$ cat src/rtl/hub75_framewriter.sv
// HUB75 framebuffer write side: packs a raster-order RGB byte stream to 7-7-6 pixels,
// writes them into the back buffer and swaps buffers on frame_start after a complete frame.
module hub75_framewriter #(
  parameter int unsigned ADDR_WIDTH = 14,
  parameter int unsigned PIXELS     = 16384
) (
  input  logic                  sys_clk,
  input  logic                  rst,
  input  logic [7:0]            in_data,
  input  logic                  in_valid,
  input  logic                  in_sof,
  output logic                  in_ready,
  input  logic                  frame_start,
  output logic [19:0]           fb_wdata,
  output logic [ADDR_WIDTH:0]   fb_waddr,
  output logic                  fb_we,
  output logic                  disp_buf,
  output logic                  frame_ready,
  output logic                  frame_err
);

  localparam logic [ADDR_WIDTH-1:0] LastIdx = ADDR_WIDTH'(PIXELS - 1);

  typedef enum logic [2:0] {StHunt, StGetR, StGetG, StGetB, StHold} state_e;

  state_e                state_q;
  logic [ADDR_WIDTH-1:0] pix_q;
  logic [6:0]            r_q;
  logic [6:0]            g_q;
  logic                  acc;

  assign in_ready = (state_q != StHold);
  assign acc      = in_valid && in_ready;

  // Only the colour MSBs survive packing; bit 0 of every byte is discarded.
  logic unused_lsb;
  assign unused_lsb = in_data[0];

  always_ff @(posedge sys_clk) begin
    if (rst) begin
      state_q     <= StHunt;
      pix_q       <= '0;
      r_q         <= '0;
      g_q         <= '0;
      disp_buf    <= 1'b1;
      fb_we       <= 1'b0;
      fb_wdata    <= '0;
      fb_waddr    <= '0;
      frame_ready <= 1'b0;
      frame_err   <= 1'b0;
    end else begin
      fb_we     <= 1'b0;
      frame_err <= 1'b0;
      unique case (state_q)
        StHunt: begin
          if (acc && in_sof) begin
            r_q     <= in_data[7:1];
            pix_q   <= '0;
            state_q <= StGetG;
          end
        end
        StGetR, StGetG, StGetB: begin
          if (acc && in_sof) begin
            // Resync: the SOF byte becomes R of pixel 0; partial frame stays unswapped.
            frame_err <= 1'b1;
            r_q       <= in_data[7:1];
            pix_q     <= '0;
            state_q   <= StGetG;
          end else if (acc) begin
            unique case (state_q)
              StGetR: begin
                r_q     <= in_data[7:1];
                state_q <= StGetG;
              end
              StGetG: begin
                g_q     <= in_data[7:1];
                state_q <= StGetB;
              end
              default: begin
                fb_we    <= 1'b1;
                fb_wdata <= {r_q, g_q, in_data[7:2]};
                fb_waddr <= {~disp_buf, pix_q};
                if (pix_q == LastIdx) begin
                  frame_ready <= 1'b1;
                  state_q     <= StHold;
                end else begin
                  pix_q   <= pix_q + ADDR_WIDTH'(1);
                  state_q <= StGetR;
                end
              end
            endcase
          end
        end
        StHold: begin
          if (frame_start) begin
            disp_buf    <= ~disp_buf;
            frame_ready <= 1'b0;
            state_q     <= StHunt;
          end
        end
        default: state_q <= StHunt;
      endcase
    end
  end

endmodule

$ cat config.mk
export PLATFORM = sky130hd
export DESIGN_NAME = hub75_framewriter
export DESIGN_NICKNAME = d
export VERILOG_FILES = /design/src/rtl/hub75_framewriter.sv
export SDC_FILE = /design/constraint.sdc
export NUM_CORES = 1
export LEC_CHECK = 0
export BUFFER_PORTS_ARGS = -buffer_cell sky130_fd_sc_hd__buf_2
export CORE_ASPECT_RATIO = 0.9
export CORE_MARGIN = 1.5
export CORE_UTILIZATION = 45
export CTS_CLUSTER_SIZE = 20
export DETAILED_ROUTE_END_ITERATION = 10
export GPL_TIMING_DRIVEN = 0
export PLACE_DENSITY = 0.7
export SETUP_SLACK_MARGIN = 0.15
export SKIP_LAST_GASP = 1
export SYNTH_ARGS = -nofsm -noshare
export SYNTH_HDL_FRONTEND = slang
export SYNTH_SLANG_ARGS = --single-unit
$ cat constraint.sdc
create_clock -name sys_clk -period 3.65 [get_ports sys_clk]
set_input_delay 0.73 -clock sys_clk [delete_from_list [all_inputs] [get_ports sys_clk]]
set_output_delay 0.73 -clock sys_clk [all_outputs]
set_load 0.02 [all_outputs]
=== After elaboration in Yosys (flattened, before gate mapping) ===
Index checks and enable logic that the tools add are counted.

* Muxes and demuxes: 26
* Bitwise logic cells: 5
* $add $sub $neg: 1
* Equality and inequality tests: 16
* Reduce and logical (&&, ||, !) cells: 16

{| class="wikitable"
|+ Operators with widths
! kind !! number
|-
| $mux W14 || 5
|-
| $mux W7 || 4
|-
| $pmux W14 S2 || 1
|-
| $mux W3 || 5
|-
| $ne A3 B3 Y1 const B || 5
|-
| $add A14 B1 Y14 const B || 1
|-
| $eq A14 B14 Y1 const B || 1
|-
| $pmux W7 S2 || 1
|-
| $ne A2 B2 Y1 const B || 6
|-
| $reduce_and A4 Y1 || 3
|-
| $pmux W3 S3 || 1
|-
| $mux W1 || 7
|-
| $eq A3 B2 Y1 const B || 2
|-
| $pmux W3 S2 || 1
|-
| $reduce_and A6 Y1 || 1
|-
| $not A1 Y1 || 5
|-
| $reduce_and A5 Y1 || 1
|-
| $reduce_bool A2 Y1 || 2
|-
| $reduce_or A2 Y1 || 2
|-
| $reduce_or A4 Y1 || 1
|-
| $eq A3 B1 Y1 const B || 1
|-
| $eq A3 B3 Y1 const B || 1
|-
| $logic_not A3 Y1 || 1
|-
| $reduce_and A3 Y1 || 1
|-
| other kinds (4) || 5
|}

* Register bits: 70
* Logic and storage cells: 74
* Input bits: 13

=== Depth between registers and ports, before layout ===
* Depth after elaboration: 6
* Gate-level depth with buffers: 8
* Gate-level depth less buffers: 6

=== Worst setup path after synthesis ===
OpenSTA, ideal clock, no wires.

* Path type: input-to-reg
* Start point: input in_sof
* End point: register fb_waddr[14]
* Path slack: 1.661 ns
* Library setup time: 0.128 ns
* Arrival time: 1.861 ns
* Stages: 7
* Cells stage by stage: buf_6 nand2b_1 or3_1 buf_2 buf_2 a21oi_1 nor2_1

* Longest elaborated chain between the ends: 3

{| class="wikitable"
|+ Ends and longest elaborated chain
! item !! line !! text
|-
| start: declaration || 11 || <nowiki>input logic in_sof,</nowiki>
|-
| $logic_and A1 B1 Y1 || 63 || <nowiki>if (acc && in_sof) begin</nowiki>
|-
| $not A1 Y1 (no line) || - ||
|-
| $reduce_and A4 Y1 (no line) || - ||
|-
| end signal: assignment || 82 || <nowiki>fb_waddr <= {~disp_buf, pix_q};</nowiki>
|-
| end: declaration || 15 || <nowiki>output logic [ADDR_WIDTH:0] fb_waddr,</nowiki>
|}

Every way passes these cells.
A chain may end at the register's enable or synchronous reset.

=== Final worst setup path ===
* Start point: register state_q[0]
* End point: output in_ready

* Longest elaborated chain between the ends: 1

{| class="wikitable"
|+ Ends and longest elaborated chain
! item !! line !! text
|-
| start: declaration || 26 || <nowiki>state_e state_q;</nowiki>
|-
| start signal: assignment || 41 || <nowiki>state_q <= StHunt;</nowiki>
|-
| start signal: assignment || 59 || <nowiki>state_q <= StGetG;</nowiki>
|-
| start signal: assignment || 68 || <nowiki>state_q <= StGetG;</nowiki>
|-
| $ne A3 B3 Y1 || 32 || <nowiki>assign in_ready = (state_q != StHold);</nowiki>
|-
| end: declaration || 12 || <nowiki>output logic in_ready,</nowiki>
|}

Every way passes these cells.

==> run metrics <==
outcome finished clean; top-area cell type share of the netlist area 0.4917; Clock Tree Buf Depth 2; Worst setup EP type output pin; first-pass GRT wire length 10920 µm; synth unique cells 51; ys flop type dfxtp_1; port bufs 49; die area 0.006821 mm²; Max Cap Violations 0; Rows 27; Hold WC Path Type flip-flop to flip-flop; vias in the first global route roughly 2300; Post-synth EDFFs 0; Syn Area/Cell around 8.7 µm²; Fillers 549; min Tclk post-route 2.054 ns; Synth Instances 328; share of post-route cells with drive strength above 1 0.2341; WP data required 2.92 ns; hold depth 2; Max Freq 486.7 MHz; CTS Buf Count 9; Synth Net Count about 340; H-tree depth 3; Worst slew margin 0.6405; R2R depth 7; Worst Path Arrival roughly 1.3 ns; Synth area leader dfxtp_1; Worst-path clk slew 0.07 ns; CTS tree built; Seq/Total Area, Yosys 0.4917; vias per inst 5.154; Post-CTS Repair Setup Buffers 0; first-pass iteration count of the detailed router 4; vias 2474; crit path launch type flip-flop; ANT nets after route 0; total gr overflow 0; Worst-Margin Slew about 0.54 ns; pins over their slew limit 0; Crit Path Category flip-flop to output pin; setup TNS 0 ns; total track usage 0.2079; Starting Density 0.4661; Post-DP HPWL 4608 µm; gp weighted congestion 0.8606; Post-Route Skew 0.008831 ns; TritonCTS Sinks 70; crit-path max FO 8; initial antenna violation count 0; final hold vios 0; Seq cells post-synth 70; largest net degree at the start of global routing 14; hold buffers post-CTS 0; period utilization 0.5629; ANT cells 0; WL final between 6000 and 7000 µm; die height 78.50 µm; wire length per cell 13.64 µm; cell area after synthesis 0.002850 mm²; Area contributors post-synth dfxtp_1, nand2_1, a21oi_1; Static Leak ~1.3 nW; Yosys Warn Count 0; Post-Route Utilization 0.5562; die width 86.89 µm; final setup vio count 0; Power Density 430.6 mW/mm²; initial drt markers 137; async set-reset flop share out of synthesis 0; Peak VDD IR 0.2289 mV; final net count 402; Syn-to-layout area delta 19.32%; RSZ-0062 raised after global routing no; CTS resizes 0; total core area 0.006115 mm²; CTS root buf clkbuf_8; Ports 53; Skew-Pair Late Insertion Delay 0.35 ns; DRC 0
[worst max-delay path: stages, from the launching register on]
cell,delay (ns)
dfxtp_1,0.38
nor2_2,0.33
nand2_1,0.11
buf_2,0.17
[worst paths after layout]
kind / from / end / slack [ns]
max: state_q[0] / in_ready / 1.60
min: fb_waddr[12] / fb_waddr[12] / 0.45
max reg2reg: pix_q[0] / frame_ready / 1.61
min reg2reg: fb_waddr[12] / fb_waddr[12] / 0.45
[sequential cells by signal, indices dropped and copies added, names as in the netlist]
signal / cells
frame_err: 1
fb_we: 1
pix_q: 14
disp_buf: 1
state_q: 3
frame_ready: 1
fb_wdata: 20
g_q: 7
fb_waddr: 15
r_q: 7
[per-stage QoR]
step                setup slack [ns]  total power [mW]  hold slack (ns)  instance area, µm²  instances
floorplan                      1.661            0.8374           0.4312                2850        328
global placement               1.441            0.8595           0.4403                3204        464
detailed placement             1.443            0.8606           0.4437                3204        464
CTS                            1.585             1.473           0.4532                3401        480
global route                   1.400             1.516           0.4701                3401        480
finish                         1.596             1.464           0.4520                3401        480
[layout make-up]
| class | instances | area (µm²) | share of cell area |
|---|---|---|---|
| clock inverters | 7 | 72.57 | 0.02134 |
| multi-input cells | 234 | 1314 | 0.3863 |
| clock buffers | 9 | 123.9 | 0.03642 |
| flip-flops and latches | 70 | 1401 | 0.4121 |
| plain buffers | 22 | 127.6 | 0.03753 |
| repair buffers | 49 | 245.2 | 0.07211 |
| well taps | 87 | 108.9 | 0.03201 |
| inverters | 2 | 7.507 | 0.002208 |
[per-layer routing]
layer | GRT usage | part of all wire | wire length, µm | vias to the layer above
met5 | 0 | 0 | 0 | -
met4 | 0.07258 | 0.015 | 101 | 0
met3 | 0.08728 | 0.065 | 426 | 10
met2 | 0.2915 | 0.44 | 2875 | 78
met1 | 0.2845 | 0.48 | 3145 | 1140
li1 | - | - | - | 1246
[power by group]
group          internal (mW)  switching (mW)
combinational         0.0239          0.0437
sequential             0.770         0.00589
clock                  0.316           0.304
total                   1.11           0.354
[cells by family (layout without fill, tap and decap cells)]
kind of cell    Yosys count  in the layout  share of synthesized area
fa+ha+maj                 1              1                   0.004389
flops                    70             70                     0.4917
mux                      16             16                    0.05663
simple gates            143            143                     0.2256
xor+xnor                  5              5                    0.01536
buf+inv                  24             89                    0.04741
compound gates           69             69                     0.1589
[cell usage in the layout, fill, tap and decap left out, drive strengths merged, types with 5 or more instances in the layout]
master and instances:
nand2 80, dfxtp 70, a21oi 45, nor2 27
nand4 6, o21ai 5, buf 59, clkbuf 21
nand3 5, and3 5, mux2i 15
[Yosys cell counts, drive strengths merged, types with 2 or more instances]
| cell | n |
|---|---|
| nor3 | 4 |
| nand2 | 80 |
| and2 | 2 |
| nor2 | 27 |
| nor2b | 2 |
| nand4 | 6 |
| buf | 10 |
| nand3 | 5 |
| dfxtp | 70 |
| a41o | 2 |
| clkbuf | 12 |
| nand2b | 4 |
| inv | 2 |
| and3 | 5 |
| a21oi | 45 |
| o21ai | 5 |
| mux2i | 15 |
| or3 | 2 |
| xnor2 | 4 |
| a311oi | 4 |
| a211oi | 2 |
| and4 | 3 |
No activity file was read; power rests on OpenSTA's default activity.
